==> config.mk <==
export PLATFORM = sky130hd
export DESIGN_NAME = shift_unit
export DESIGN_NICKNAME = d
export VERILOG_FILES = /design/src/rtl/shift_pkg.sv /design/src/rtl/shift_step.sv /design/src/rtl/shift_unit.sv
export SDC_FILE = /design/constraint.sdc
export NUM_CORES = 1
export LEC_CHECK = 0
export BUFFER_PORTS_ARGS = -buffer_cell sky130_fd_sc_hd__buf_2
export CAP_MARGIN = 30
export CORE_ASPECT_RATIO = 1.5
export CORE_MARGIN = 2
export CORE_UTILIZATION = 50
export CTS_BUF_LIST = sky130_fd_sc_hd__clkbuf_8
export DETAILED_ROUTE_END_ITERATION = 16
export GPL_TIMING_DRIVEN = 0
export HOLD_SLACK_MARGIN = 0.05
export PLACE_DENSITY = 0.75
export RECOVER_POWER = 50
export SETUP_SLACK_MARGIN = 0.4
export SKIP_LAST_GASP = 1
export SYNTH_ARGS = -nofsm -noshare
export SYNTH_HDL_FRONTEND = slang
export SYNTH_HIERARCHICAL = 1
export SYNTH_SLANG_ARGS = --single-unit
==> constraint.sdc <==
create_clock -name clk -period 7.7 [get_ports clk]
set_clock_uncertainty 0.15 [all_clocks]
set_input_delay 1.925 -clock clk [delete_from_list [all_inputs] [get_ports clk]]
set_output_delay 1.925 -clock clk [all_outputs]
set_load 0.01 [all_outputs]
==> src/rtl/shift_pkg.sv <==
// Shared types for the multi-cycle shift unit: op encodings and FSM states.
package shift_pkg;

    typedef enum logic [1:0] {
        SHIFT_SLL = 2'b00,
        SHIFT_SRL = 2'b01,
        SHIFT_SRA = 2'b10,
        SHIFT_ROL = 2'b11
    } shift_op_e;

    typedef enum logic [1:0] {
        ST_IDLE  = 2'b00,
        ST_SHIFT = 2'b01,
        ST_DONE  = 2'b10
    } state_e;

endpackage

==> src/rtl/shift_step.sv <==
// Combinational shift of one operand by 0..STEP bits for a given op.
// Rotate support only when SHIFT_UNIT_ROTATE_EN is defined; else ROL acts as SLL.
module shift_step
    import shift_pkg::*;
#(
    parameter  int WIDTH = 32,
    parameter  int STEP  = 4,
    localparam int AW    = $clog2(STEP + 1)
) (
    input  shift_op_e        op_i,
    input  logic [WIDTH-1:0] data_i,
    input  logic [AW-1:0]    amt_i,
    output logic [WIDTH-1:0] data_o
);

    logic signed [WIDTH-1:0] sdata;
    assign sdata = data_i;

`ifdef SHIFT_UNIT_ROTATE_EN
    logic [2*WIDTH-1:0] dbl;
    assign dbl = {data_i, data_i} << amt_i;
`endif

    always_comb begin
        data_o = data_i << amt_i;
        case (op_i)
            SHIFT_SRL: data_o = data_i >> amt_i;
            SHIFT_SRA: data_o = sdata >>> amt_i;
`ifdef SHIFT_UNIT_ROTATE_EN
            SHIFT_ROL: data_o = dbl[2*WIDTH-1:WIDTH];
`endif
            default:   data_o = data_i << amt_i;
        endcase
    end

endmodule

==> src/rtl/shift_unit.sv <==
// Iterative shifter: up to STEP bits per cycle, IDLE/SHIFT/DONE handshake.
// Optional rotate via SHIFT_UNIT_ROTATE_EN (see shift_step).
module shift_unit
    import shift_pkg::*;
#(
    parameter  int WIDTH   = 32,
    parameter  int STEP    = 4,
    localparam int SHAMT_W = $clog2(WIDTH)
) (
    input  logic               clk,
    input  logic               rst,
    input  logic               start,
    input  logic [1:0]         op,
    input  logic [WIDTH-1:0]   data_in,
    input  logic [SHAMT_W-1:0] sa,
    output logic               ready,
    output logic               busy,
    output logic               done,
    output logic [WIDTH-1:0]   result
);

    localparam int AW = $clog2(STEP + 1);

    state_e             state_q, state_d;
    shift_op_e          op_q, op_d;
    logic [WIDTH-1:0]   work_q, work_d;
    logic [WIDTH-1:0]   result_q, result_d;
    logic [SHAMT_W-1:0] rem_q, rem_d, rem_next;
    logic [AW-1:0]      step_amt;
    logic [WIDTH-1:0]   step_out;

    // Compare one bit wider so STEP == WIDTH is representable.
    assign step_amt = ({1'b0, rem_q} > (SHAMT_W + 1)'(STEP))
                    ? AW'(STEP) : AW'(rem_q);
    assign rem_next = rem_q - SHAMT_W'(step_amt);

    shift_step #(
        .WIDTH (WIDTH),
        .STEP  (STEP)
    ) u_step (
        .op_i   (op_q),
        .data_i (work_q),
        .amt_i  (step_amt),
        .data_o (step_out)
    );

    always_ff @(posedge clk or posedge rst) begin
        if (rst) state_q <= ST_IDLE;
        else     state_q <= state_d;
    end

    always_comb begin
        state_d = state_q;
        unique case (state_q)
            ST_IDLE:  if (start) state_d = (sa == '0) ? ST_DONE : ST_SHIFT;
            ST_SHIFT: if (rem_next == '0) state_d = ST_DONE;
            ST_DONE:  state_d = ST_IDLE;
            default:  state_d = ST_IDLE;
        endcase
    end

    always_comb begin
        ready = (state_q == ST_IDLE);
        busy  = (state_q == ST_SHIFT) || (state_q == ST_DONE);
        done  = (state_q == ST_DONE);
    end

    // Result is written on entry to DONE so it is valid alongside done.
    always_comb begin
        op_d     = op_q;
        work_d   = work_q;
        rem_d    = rem_q;
        result_d = result_q;
        unique case (state_q)
            ST_IDLE: begin
                if (start) begin
                    op_d   = shift_op_e'(op);
                    work_d = data_in;
                    rem_d  = sa;
                    if (sa == '0) result_d = data_in;
                end
            end
            ST_SHIFT: begin
                work_d = step_out;
                rem_d  = rem_next;
                if (rem_next == '0) result_d = step_out;
            end
            default: ;
        endcase
    end

    always_ff @(posedge clk or posedge rst) begin
        if (rst) begin
            op_q     <= SHIFT_SLL;
            work_q   <= '0;
            rem_q    <= '0;
            result_q <= '0;
        end else begin
            op_q     <= op_d;
            work_q   <= work_d;
            rem_q    <= rem_d;
            result_q <= result_d;
        end
    end

    assign result = result_q;

endmodule

Word level (Yosys, flattened, before mapping)
Cells that the tools add are included.
{"block": "classes", "n_eq_ne": 7, "shifts": 3, "muxes": 14, "add_sub_neg": 1, "reduce_logical": 9, "magnitude_cmp": 1}
{"operator": "32-bit one-hot mux with 2 select lines", "count": 3}
{"operator": "32-bit two-way mux", "count": 4}
{"operator": "32-bit by 3-bit << shifter with 32-bit output", "count": 1}
{"operator": "32-bit by 3-bit >> shifter with 32-bit output", "count": 1}
{"operator": "32-bit by 3-bit >>> shifter with 32-bit output", "count": 1}
{"operator": "5-bit zero test", "count": 2}
{"operator": "5-bit one-hot mux with 2 select lines", "count": 1}
{"operator": "2-bit two-way mux", "count": 3}
{"operator": "2-bit AND reduction", "count": 3}
{"operator": "5-bit by 3-bit > comparator with 1-bit output (second input constant)", "count": 1}
{"operator": "5-bit two-way mux", "count": 1}
{"operator": "5-bit by 3-bit subtractor with 5-bit output", "count": 1}
{"operator": "2-bit by 1-bit equality test with 1-bit output (second input constant)", "count": 2}
{"operator": "2-bit equality test (second input constant)", "count": 2}
{"operator": "2-bit by 1-bit inequality test with 1-bit output (second input constant)", "count": 2}
{"operator": "2-bit one-hot mux with 2 select lines", "count": 1}
{"operator": "4-bit AND reduction", "count": 1}
{"operator": "3-bit two-way mux", "count": 1}
{"operator": "2-bit zero test", "count": 1}
{"operator": "2-bit inequality test (second input constant)", "count": 1}
{"operator": "2-bit nonzero test", "count": 1}
{"operator": "1-bit logical OR", "count": 1}
{"block": "word_totals", "register_bits": 73, "in_bits": 42, "word_cells": 40, "output_inout_bits": 35}

Logic depth before layout (Yosys ltp)
{"block": "depth", "ltp_word": 6, "ltp_mapped": 12, "mapped_depth_nobuf": 9}

Cells and area by module
Netlist, hierarchy kept.
{"module": "shift_unit", "n_inst": 1, "cells_each": 275, "seq_area_each_um2": 1826.8, "area_each_um2": 3403.3}
{"module": "shift_step", "n_inst": 1, "cells_each": 270, "seq_area_each_um2": 0.0, "area_each_um2": 2329.7}

Worst setup path after synthesis
OpenSTA, ideal clock, no wires.
{"block": "synth_path", "path_type": "input -> register", "start": "input sa[3]", "end": "register result_q[10] (netlist: result[10])", "cell_stages": 7, "t_arrival_ns": 3.062, "n_path_buf": 2, "path_slack_ns": 4.363, "cell_sequence": "nor3_1 nand2_1 nand2_1 and4_4 buf_6 buf_6 mux2_4"}
{"block": "synth_between", "elab_chain_cells": 3}
{"element": "from (decl)", "line_no": "shift_unit.sv:15", "source": "input logic [SHAMT_W-1:0] sa,"}
{"element": "5-bit zero test", "line_no": "shift_unit.sv:80", "source": "if (sa == '0) result_d = data_in;"}
{"element": "2-bit by 1-bit inequality test with 1-bit output (no source line)"}
{"element": "4-bit AND reduction (no source line)"}
{"element": "to (signal assigned)", "line_no": "shift_unit.sv:102", "source": "result_q <= result_d;"}
{"element": "to (decl)", "line_no": "shift_unit.sv:27", "source": "logic [WIDTH-1:0] result_q, result_d;"}
Every way passes these cells.
A chain may end at the register's enable or synchronous reset.

Worst setup path in the final report
{"block": "layout_path", "start": "input start", "end": "register rem_q[2]"}
{"block": "layout_between", "elab_chain_cells": 2}
{"element": "from (decl)", "line_no": "shift_unit.sv:12", "source": "input logic start,"}
{"element": "2-bit inequality test (no source line)"}
{"element": "2-bit AND reduction (no source line)"}
{"element": "to (signal assigned)", "line_no": "shift_unit.sv:101", "source": "rem_q <= rem_d;"}
{"element": "to (decl)", "line_no": "shift_unit.sv:28", "source": "logic [SHAMT_W-1:0] rem_q, rem_d, rem_next;"}
Every way passes these cells.

==> results.ini <==
[synthesis]
seq_area_frac_synth_pct=31.9
yosysWarnings=6
synth-edff-count=0
synth_seq_cells=73
syn-instance-count=545
synth_area_um2=5730
synthArstFlopShare_pct=100
synth_nets=593
ys_types=62
syn_area_per_cell_um2=10.5
synthFlopType=dfrtp_1

[timing]
fin_setup_tns_ns=0
period_share_pct=47.2
max_freq_mhz=275
whs_ns=0.368
tightest_slew_ns=0.703
slew_headroom_pct=53.2
setup_ws_ns=4.07
drv_slew=0
rsz0062_at_grt=false
final.min_clock_period_ns=3.63
setup_violations=0
timing.final.hold_violations=0

[routing]
top_layer=met4
vias=4882
dr_wl_met2_um=8700
drt_iter0_drc=325
drt_first_pass_iters=6
route.met3.wl_um=846
ant_nets=0
finalWirelength_um=17200
wire_per_inst_um=21.9
drc=0
wl_met1_um=7000
post_drt_via_cell_ratio=6.22

[floorplanning]
ios=77
fp.dieW_um=91.4
rows=47
coreArea_um2=11100
die_area_um2=12400
die_h_um=135
initial_core_util_pct=51.6

[clock_tree]
cts_made_buffers=9
hold_buffers=0
post_cts_buffers=0
clock_path_buffers=2
clock-sinks=73
tritoncts=done
root_buffer=clkbuf_8
h-tree-depth=3
cts_resized=0
clk_latency_ns=0.36
path_clk_slew_ns=0.08

[worst_setup_path]
crit_required_ns=7.75
cp_data_arrival_time_ns=3.69
path_max_fanout=10
r2r_start=rem_q[3]$_DFFE_PP0P_
path_class=primary input to register
cp-startpoint=start
startpoint_type=primary input
crit_path_end_kind=register

[place]
portBuffers=76
gp_congestion=0.984
hpwl_um=12800
preCtsSetupSlack_ns=3.72

[cells_and_area]
drive_above_1_share_pct=29.9
layout.nets=681
syn_to_final_growth_pct=13.4
diodes=0

[global_route]
grt_use_total_pct=28.4
grt_pass1_wl_um=27400
grt_max_degree=74
antenna_found_initial=0
gr-total-overflow=0
grt_pass1_vias=4917

[power_and_ir_drop]
p_leak_nw=2.60
ir_drop_v=0.000251
cellPowerDensity_nw_per_um2=501

[run_status]
status=completed

[worst_hold_path]
hold_path.class=register to register
worstHoldStart=result[14]$_DFFE_PP0P_

[flow_run]
maxCapViolations=0

[stage by stage]
step           util (%)  total power [mW]  cells  cell area (um2)
3_5_place_dp       56.7              2.93    768             6300
6_report           58.5              3.26    785             6500
3_3_place_gp       56.7              2.88    768             6300
2_1_floorplan         -              2.31    545             5730
4_1_cts            58.4              3.25    784             6490
5_1_grt            58.5              3.47    785             6500
[cells by family (layout without fill, tap and decap cells)]
family | after synthesis | count (layout) | share of synthesized area [%]
muxes | 189 | 189 | 37.8
AOI/OAI and AO/OA | 113 | 113 | 14.2
and+or+nand+nor | 89 | 89 | 7.51
DFF | 73 | 73 | 31.9
buffers and inverters | 73 | 166 | 7.09
adders and majority gates | 6 | 6 | 1.31
other | 1 | 1 | 0.0654
xor gates and xnor gates | 1 | 1 | 0.153
[report_power, final]
| group | internal (mW) | total [mW] | switching, mW |
|---|---|---|---|
| combinational | 0.956 | 2.15 | 1.20 |
| clock | 0.149 | 0.308 | 0.159 |
| sequential | 0.584 | 0.794 | 0.210 |
[worst max-delay path, cell delays in order]
cell and delay (ns):
clkbuf_1 0.13, nand2_1 0.14, o21ai_1 0.24, clkbuf_1 0.48
clkbuf_1 0.59, a31oi_1 0.17
[cell usage after synthesis, types with 3 or more instances]
| cell type | count | share of area [%] |
|---|---|---|
| nor3_1 | 4 | 0.35 |
| inv_1 | 26 | 1.7 |
| buf_4 | 4 | 0.52 |
| nand2_1 | 27 | 1.8 |
| buf_6 | 9 | 1.8 |
| buf_2 | 15 | 1.3 |
| mux4_2 | 10 | 3.9 |
| a221o_1 | 5 | 0.87 |
| o221ai_1 | 14 | 2.1 |
| o21ai_1 | 4 | 0.35 |
| nor2b_1 | 3 | 0.33 |
| o31ai_1 | 3 | 0.39 |
| o211ai_1 | 9 | 1.2 |
| nand2b_1 | 4 | 0.44 |
| a22oi_1 | 20 | 2.6 |
| a31oi_1 | 5 | 0.55 |
| a21oi_1 | 25 | 2.2 |
| mux2_4 | 16 | 4.2 |
| mux2i_1 | 108 | 19 |
| o21ai_0 | 5 | 0.44 |
| mux2_1 | 9 | 1.8 |
| nand3_1 | 4 | 0.35 |
| nor2_1 | 31 | 2.0 |
| clkbuf_1 | 13 | 0.85 |
| ha_1 | 6 | 1.3 |
| and2_1 | 3 | 0.33 |
| o22ai_1 | 3 | 0.33 |
| dfrtp_1 | 73 | 32 |
| mux2_2 | 46 | 9.0 |
[layout make-up]
cell class | instances | area [um2]
fillers | 999 | 4610
multi-input cells | 399 | 3500
flip-flops and latches | 73 | 1830
repair buffers | 77 | 390
plain buffers | 45 | 300
well taps | 147 | 184
clock buffers | 9 | 124
inverters | 28 | 106
clock inverters | 7 | 70.1
[registers in the layout (all words and copies together) (netlist names)]
register  cells
rem_q         5
result       32
work_q       32
op_q          2
state_q       2
[routing by layer]
layer | vias to the layer above | global-route usage, %
met5 | - | 0
met1 | 2400 | 36.3
met2 | 203 | 48.6
met3 | 45 | 3.95
li1 | 2234 | -
met4 | 0 | 11.2
[layout by cell type (no fill, tap or decap), types with 10 or more instances in the layout]
| cell | netlist | final |
|---|---|---|
| mux2i_1 | 108 | 108 |
| buf_2 | 15 | 76 |
| dfrtp_1 | 73 | 73 |
| mux2_2 | 46 | 46 |
| nor2_1 | 31 | 31 |
| clkbuf_1 | 13 | 28 |
| nand2_1 | 27 | 27 |
| inv_1 | 26 | 26 |
| a21oi_1 | 25 | 25 |
| a22oi_1 | 20 | 20 |
| mux2_4 | 16 | 16 |
| o221ai_1 | 14 | 14 |
| mux4_2 | 10 | 10 |
[worst paths after layout]
| path | end | slack (ns) | cells after the start |
|---|---|---|---|
| min in group asynchronous | rem_q[2]$_DFFE_PP0P_ | 1.54 | 3 |
| min | result[14]$_DFFE_PP0P_ | 0.37 | 1 |
| max reg2reg | result[13]$_DFFE_PP0P_ | 4.26 | 10 |
| max in group asynchronous | work_q[27]$_DFFE_PP0P_ | 5.55 | 3 |
| max | rem_q[2]$_DFFE_PP0P_ | 4.07 | 6 |
| min reg2reg | result[14]$_DFFE_PP0P_ | 0.37 | 1 |
Power figures use the tool's default switching activity.
